**config.mk**
```make
export PLATFORM = sky130hd
export DESIGN_NAME = hard_mem_1rw_arb_ctrl
export DESIGN_NICKNAME = d
export VERILOG_FILES = /design/src/rtl/hard_mem_1rw_arb_ctrl_pkg.sv /design/src/rtl/hard_mem_1rw_arb_ctrl_rr2.sv /design/src/rtl/hard_mem_1rw_arb_ctrl.sv
export SDC_FILE = /design/constraint.sdc
export NUM_CORES = 1
export LEC_CHECK = 0
export CAP_MARGIN = 30
export CORE_AREA = 10 10 139 141
export CTS_BUF_LIST = sky130_fd_sc_hd__clkbuf_16
export CTS_CLUSTER_DIAMETER = 80
export DETAILED_ROUTE_END_ITERATION = 10
export DIE_AREA = 0 0 149 151
export DONT_BUFFER_PORTS = 1
export PLACE_DENSITY = 0.3
export SLEW_MARGIN = 20
export SYNTH_ARGS = -nofsm -noshare
export SYNTH_HDL_FRONTEND = slang
export SYNTH_HIERARCHICAL = 1
export SYNTH_SLANG_ARGS = --single-unit
```
**constraint.sdc**
```tcl
create_clock -name clk_i -period 3.66 [get_ports clk_i]
set_input_delay 0.366 -clock clk_i [delete_from_list [all_inputs] [get_ports clk_i]]
set_output_delay 0.366 -clock clk_i [all_outputs]
set_load 0.02 [all_outputs]
```
**src/rtl/hard_mem_1rw_arb_ctrl_pkg.sv**
```systemverilog
// Shared types for the 1RW memory arbiter/init sequencer.
package hard_mem_arb_ctrl_pkg;
  localparam int num_req_lp = 2;
  typedef enum logic {e_init, e_run} state_e;
endpackage

```
**src/rtl/hard_mem_1rw_arb_ctrl_rr2.sv**
```systemverilog
// Two-input round-robin arbiter; rr_last only moves when both inputs contend.
module hard_mem_arb_rr2 (
  input  logic       clk_i,
  input  logic       reset_i,
  input  logic [1:0] v_i,
  output logic [1:0] grant_o
);
  logic rr_last_r;

  always_comb begin
    grant_o = 2'b00;
    unique case (v_i)
      2'b01:   grant_o = 2'b01;
      2'b10:   grant_o = 2'b10;
      2'b11:   grant_o = rr_last_r ? 2'b01 : 2'b10;
      default: grant_o = 2'b00;
    endcase
  end

  // Reset value 1 lets requester 0 win the first contention.
  always_ff @(posedge clk_i or posedge reset_i) begin
    if (reset_i)    rr_last_r <= 1'b1;
    else if (&v_i)  rr_last_r <= grant_o[1];
  end
endmodule

```
**src/rtl/hard_mem_1rw_arb_ctrl.sv**
```systemverilog
// Arbiter + clear sequencer in front of a 1RW byte-masked memory.
// Define HARD_MEM_ARB_CTRL_INIT_EN to build the post-reset clear sweep.
module hard_mem_1rw_arb_ctrl
  import hard_mem_arb_ctrl_pkg::*;
#(
  parameter int width_p       = 64,
  parameter int els_p         = 512,
  parameter int addr_width_lp = $clog2(els_p),
  parameter int mask_width_lp = width_p >> 3
) (
  input  logic                                 clk_i,
  input  logic                                 reset_i,
  output logic                                 init_done_o,
  input  logic [num_req_lp-1:0]                req_v_i,
  input  logic [num_req_lp-1:0]                req_w_i,
  input  logic [num_req_lp*addr_width_lp-1:0]  req_addr_i,
  input  logic [num_req_lp*width_p-1:0]        req_data_i,
  input  logic [num_req_lp*mask_width_lp-1:0]  req_mask_i,
  output logic [num_req_lp-1:0]                req_ready_o,
  output logic [num_req_lp-1:0]                resp_v_o,
  output logic [width_p-1:0]                   resp_data_o,
  output logic                                 mem_v_o,
  output logic                                 mem_w_o,
  output logic [addr_width_lp-1:0]             mem_addr_o,
  output logic [width_p-1:0]                   mem_data_o,
  output logic [mask_width_lp-1:0]             mem_w_mask_o,
  input  logic [width_p-1:0]                   mem_data_i
);
  logic                     in_init;
  logic [addr_width_lp-1:0] init_addr;
  logic [num_req_lp-1:0]    arb_v, gnt;
  logic                     resp_pend_r, resp_owner_r;

`ifdef HARD_MEM_ARB_CTRL_INIT_EN
  state_e                   state_r, state_n;
  logic [addr_width_lp-1:0] init_cnt_r;

  always_ff @(posedge clk_i or posedge reset_i) begin
    if (reset_i) begin
      state_r    <= e_init;
      init_cnt_r <= '0;
    end else begin
      state_r <= state_n;
      if (state_r == e_init) init_cnt_r <= init_cnt_r + 1'b1;
    end
  end

  always_comb begin
    state_n = state_r;
    if (state_r == e_init && init_cnt_r == addr_width_lp'(els_p - 1)) state_n = e_run;
  end

  assign in_init   = (state_r == e_init);
  assign init_addr = init_cnt_r;
`else
  assign in_init   = 1'b0;
  assign init_addr = '0;
`endif

  // Requests are invisible to the arbiter while sweeping, so they stay pending.
  assign arb_v = req_v_i & {num_req_lp{~in_init}};

  hard_mem_arb_rr2 u_rr (
    .clk_i   (clk_i),
    .reset_i (reset_i),
    .v_i     (arb_v),
    .grant_o (gnt)
  );

  always_comb begin
    req_ready_o  = gnt;
    init_done_o  = ~in_init;
    mem_v_o      = 1'b0;
    mem_w_o      = 1'b0;
    mem_addr_o   = '0;
    mem_data_o   = '0;
    mem_w_mask_o = '0;
    if (in_init) begin
      mem_v_o      = 1'b1;
      mem_w_o      = 1'b1;
      mem_addr_o   = init_addr;
      mem_w_mask_o = '1;
    end else begin
      for (int k = 0; k < num_req_lp; k++) begin
        if (gnt[k]) begin
          mem_v_o      = 1'b1;
          mem_w_o      = req_w_i[k];
          mem_addr_o   = req_addr_i[k*addr_width_lp +: addr_width_lp];
          mem_data_o   = req_data_i[k*width_p +: width_p];
          mem_w_mask_o = req_mask_i[k*mask_width_lp +: mask_width_lp];
        end
      end
    end
  end

  always_ff @(posedge clk_i or posedge reset_i) begin
    if (reset_i) begin
      resp_pend_r  <= 1'b0;
      resp_owner_r <= 1'b0;
    end else begin
      resp_pend_r <= |(gnt & ~req_w_i);
      if (|(gnt & ~req_w_i)) resp_owner_r <= gnt[1];
    end
  end

  assign resp_v_o    = {resp_pend_r & resp_owner_r, resp_pend_r & ~resp_owner_r};
  assign resp_data_o = mem_data_i;
endmodule

```
# Yosys cells after proc, flatten, opt, wreduce, memory -nomap -nowiden

Cells that the tools add are included.

Equality and inequality tests: 3
Multiplexer cells: 12
Bitwise logic cells: 5
Reductions and logical operators: 2

Operator list:

| cell                                          | count |
|---|---|
| 2-to-1 mux 64 bit                             | 2 |
| 2-to-1 mux 9 bit                              | 2 |
| 2-to-1 mux 8 bit                              | 2 |
| one-hot mux 2 bit (3 select lines)            | 1 |
| == test 2 bit, second input constant          | 2 |
| 2-to-1 mux 1 bit                              | 4 |
| AND 1 bit                                     | 2 |
| AND 2 bit                                     | 1 |
| == test 2 x 1 -> 1 bit, second input constant | 1 |
| 2-to-1 mux 2 bit                              | 1 |
| inverter 2 bit                                | 1 |
| AND reduction 2 bit                           | 1 |
| OR reduction 2 bit                            | 1 |
| inverter 1 bit                                | 1 |

Bits in registers: 3
Bits of input ports: 232
Word-level logic and storage cells: 25

# Logic depth before layout (Yosys ltp)

Word-level depth: 4
Mapped depth: 6
Gate-level depth less buffers: 5

# Cells and area by module

Netlist, hierarchy kept.

Modules (own cells, without submodules):

| module                | instances | cells each | area each (um2) | seq. area each (um2) |
|---|---|---|---|---|
| hard_mem_1rw_arb_ctrl | 1         | 180        | 1497.7          | 50.0 |
| hard_mem_arb_rr2      | 1         | 7          | 61.3            | 26.3 |

# Worst setup path after synthesis

No wires, ideal clock.

Path kind: input port to output port
Start: input req_v_i[1]
End: output mem_addr_o[7]
Arrival: 1.913 ns
Data required time: 3.294 ns
Path slack: 1.381 ns
Cell stages on the path: 5
Cells stage by stage: a21boi_0 -> buf_4 -> buf_2 -> nand2_1 -> o21ai_1

Longest elaborated chain between the ends: 4
Elaborated cells between the ends (all ways): 6
Classes of those cells: eq/ne: 3; mux: 3

RTL lines:

| item                                                           | RTL line                        | source |
|---|---|---|
| start: declaration                                             | hard_mem_1rw_arb_ctrl.sv:14     | `input logic [num_req_lp-1:0] req_v_i,` |
| == test 2 bit / == test 2 x 1 -> 1 bit (equally long branches) | hard_mem_1rw_arb_ctrl_rr2.sv:12 | `unique case (v_i)` |
| one-hot mux 2 bit (3 select lines) *                           | hard_mem_1rw_arb_ctrl_rr2.sv:12 |  |
| 2-to-1 mux 9 bit                                               | hard_mem_1rw_arb_ctrl.sv:85     | `if (gnt[k]) begin` |
| 2-to-1 mux 9 bit *                                             | hard_mem_1rw_arb_ctrl.sv:85     |  |
| end: declaration                                               | hard_mem_1rw_arb_ctrl.sv:24     | `output logic [addr_width_lp-1:0] mem_addr_o,` |

Every way passes the cells marked *; elsewhere a longest branch is shown, timed or not.

# Worst setup path in the final report

Start: register u_rr.rr_last_r
End: output mem_data_o[49]

Elaborated cells between the ends (all ways): 4
Classes of those cells: mux: 4

RTL lines:

| item                               | RTL line                        | source |
|---|---|---|
| start: declaration                 | hard_mem_1rw_arb_ctrl_rr2.sv:8  | `logic rr_last_r;` |
| start signal: assignment           | hard_mem_1rw_arb_ctrl_rr2.sv:23 | `else if (&v_i) rr_last_r <= grant_o[1];` |
| 2-to-1 mux 2 bit                   | hard_mem_1rw_arb_ctrl_rr2.sv:15 | `2'b11: grant_o = rr_last_r ? 2'b01 : 2'b10;` |
| one-hot mux 2 bit (3 select lines) | hard_mem_1rw_arb_ctrl_rr2.sv:12 |  |
| named net req_ready_o[1]           | hard_mem_1rw_arb_ctrl.sv:19     | `output logic [num_req_lp-1:0] req_ready_o,` |
| 2-to-1 mux 64 bit                  | hard_mem_1rw_arb_ctrl.sv:85     |  |
| end: declaration                   | hard_mem_1rw_arb_ctrl.sv:25     | `output logic [width_p-1:0] mem_data_o,` |

The timed path passes the listed nets, and every way through them passes these cells.

==> results.json <==
{
  "crit_slowest_cell": "buf_4",
  "multi_input_area_um2": 821,
  "fillers": 1933,
  "design.core.area_mm2": 0.0165,
  "die_height_um": 151,
  "hold_class": "in -> async",
  "reg2reg_slack_ns": 2.02,
  "status": "finished, final reports clean",
  "grt-ovfl-total": 0,
  "ys_seq_area_frac": 0.0490,
  "power_mw": 0.803,
  "cts.root.buffer_cell": "clkbuf_16",
  "finalCoreUtilization": 0.0793,
  "p_leak_nw": 0.467,
  "drive_gt1_frac": 0.0973,
  "dp_hpwl_um": 8640,
  "switching_power_mw": 0.459,
  "io_buffer_count": 0,
  "stdcell_area_mm2": 0.00131,
  "clockBufferDepth": 2,
  "drt-pass1-iter-count": 4,
  "initial_core_util": 0.0947,
  "numClockSinks": 3,
  "cts_setup_buffers": 0,
  "cts_max_level": 1,
  "maxCapViolCount": 0,
  "routabilityCongestion": 0.686,
  "p_sw_frac": 0.572,
  "row_count": 47,
  "fin_nets": 346,
  "power_density_mw_per_mm2": 615,
  "wl_per_cell_um": 28.3,
  "num_io_pins": 384,
  "postSynthCellCount": 187,
  "via_per_inst": 3.82,
  "grt_pass1_vias": 1455,
  "finalSetupTns_ns": 0,
  "final-hold-violation-count": 0,
  "ctsResizeCount": 0,
  "cp-end-kind": "output port",
  "setup_violations": 0,
  "syn_avg_cell_area_um2": 8.34,
  "worstMarginPinSlew_ns": 0.897,
  "clock_skew_ns": 0.00266,
  "combPwrFrac": 0.709,
  "path_cells": "a21boi_4 > buf_4 > a22o_1",
  "max-slew-margin-rel": 0.402,
  "finalCriticalPeriod_ns": 2.32,
  "worstSkewPairLatency_ns": 0.23,
  "cp-start-kind": "register",
  "cts_buffers": 3,
  "placed_area_mm2": 0.00122,
  "grt_usage": 0.0692,
  "reg2regPathDepth": 5,
  "regArea_um2": 76.3,
  "slew_violations": 0,
  "pwr-share-clk": 0.215,
  "grt_max_degree": 87,
  "worstSetupPathType": "reg -> out",
  "irDropWorstVdd_mv": 0.185,
  "synth_cell_types": 23,
  "cts_tree": "yes",
  "ant_nets": 0,
  "reg2reg_to": "resp_owner_r",
  "area_growth_pct": -16.2,
  "fin_crit_sh": 0.635,
  "yosys_register_bits": 3,
  "drt-total-wl_um": 9430,
  "power.internal_mw": 0.344,
  "synth_nets": 419,
  "path_clk_slew_ns": 0.03,
  "chipWidth_um": 149,
  "rsz0062_at_grt": "no",
  "reg2reg_from": "u_rr/rr_last_r",
  "crit_arrival_ns": 1.96,
  "num_antenna_cells": 0,
  "seqPwrFrac": 0.076,
  "ys_warn_count": 6,
  "num_vias": 1273,
  "antenna_found_initial": 1,
  "critPathRequiredTime_ns": 3.29,
  "grt_pass1_wl_um": 11600,
  "synth_area_mm2": 0.00156,
  "worstPathMaxFanout": 86,
  "design.die.area_mm2": 0.0225,
  "drc_errors": 0,
  "critPathMaxStageDelay_ns": 0.72,
  "drt_iter0_drc": 28,
  "max_freq_mhz": 430
}
[power groups by stage]
stage,combinational [mW],clock (mW),sequential [mW]
floorplan,0.654,0,0.0554
global placement,0.577,0,0.0598
detailed placement,0.577,0,0.0617
CTS,0.581,0.175,0.0610
global route,0.600,0.180,0.0618
finish,0.569,0.173,0.0608
[final cells by class]
cell class,count,area share
multi-input cells,97,0.628
clock inverters,1,0.00287
clock buffers,3,0.0575
flip-flops and latches,3,0.0584
repair buffers,5,0.0307
well taps,220,0.211
inverters,4,0.0115
[routing by layer]
metal	vias up	GRT usage	part of all wire
met5	-	0	0.0014
li1	492	-	-
met4	2	0.0236	0.020
met1	547	0.0502	0.27
met2	214	0.141	0.55
met3	18	0.0421	0.16
[worst max-delay path, delay by kind of cell (launching register included)]
family,cells,cell delay [ns]
compound gates,2,0.59
buf+inv,1,0.72
flops,1,0.38
[metrics by stage]
stage,hold slack [ns],cells,setup WS [ns]
after floorplan,0.107,187,1.38
final,0.0263,333,1.34
after CTS,0.0253,333,1.32
after global placement,0.112,328,1.60
after global routing,0.0249,333,1.24
after detailed placement,0.118,328,1.55
[cell families after synthesis]
kind of cell              after synthesis  synth area share
AOI/OAI and AO/OA                      87             0.479
DFF                                     3            0.0490
buffers and inverters                  87             0.435
other                                   1           0.00241
xor gates and xnor gates                1           0.00562
and+or+nand+nor                         8            0.0289
[worst max-delay path by stage]
stage | start | depth (start not counted) | slack [ns] | endpoint
CTS | u_rr/rr_last_r | 5 | 1.32 | mem_w_o
global placement | req_v_i[1] | 3 | 1.60 | mem_w_o
detailed placement | req_v_i[1] | 3 | 1.55 | mem_w_o
global route | u_rr/rr_last_r | 3 | 1.24 | mem_w_o
finish | u_rr/rr_last_r | 3 | 1.34 | mem_data_o[49]
floorplan | req_v_i[1] | 5 | 1.38 | mem_addr_o[7]
[placed cells by master, fill, tap and decap left out, types with 2 or more instances in the layout]
| cell type | synthesis | final |
|---|---|---|
| clkbuf_16 | 0 | 3 |
| a22o_1 | 81 | 81 |
| o21ai_1 | 2 | 2 |
| buf_4 | 66 | 4 |
| inv_1 | 3 | 4 |
| dfrtp_1 | 2 | 2 |
| nand2_1 | 3 | 3 |
[timing repair]
action	4_1_cts	5_1_grt
endpoints found under the hold margin	2	0
hold buffers	1	0
endpoints found under the setup margin	0	0
[registers in the layout, indices dropped and copies added, names as in the netlist]
register,cells
resp_owner_r,1
resp_pend_r,1
u_rr/rr_last_r,1
[synthesized netlist by cell type]
| library cell | n | area, µm² |
|---|---|---|
| nand2b_1 | 1 | 6.26 |
| a21boi_0 | 1 | 7.51 |
| a22o_1 | 81 | 709 |
| nand2_1 | 3 | 11.3 |
| inv_2 | 1 | 3.75 |
| o21ai_1 | 2 | 10.0 |
| dfrtp_1 | 2 | 50.1 |
| buf_2 | 5 | 25.0 |
| nor2b_1 | 1 | 6.26 |
| dfstp_2 | 1 | 26.3 |
| buf_8 | 8 | 120 |
| a21o_1 | 1 | 7.51 |
| buf_4 | 66 | 495 |
| and2_1 | 1 | 6.26 |
| inv_1 | 3 | 11.3 |
| buf_6 | 1 | 11.3 |
| nor2b_2 | 1 | 8.76 |
| xnor2_1 | 1 | 8.76 |
| or2_1 | 1 | 6.26 |
| conb_1 | 1 | 3.75 |
| a21oi_1 | 1 | 5.00 |
| clkbuf_1 | 3 | 11.3 |
| a21boi_1 | 1 | 7.51 |
No activity file was read; power rests on OpenSTA's default activity.
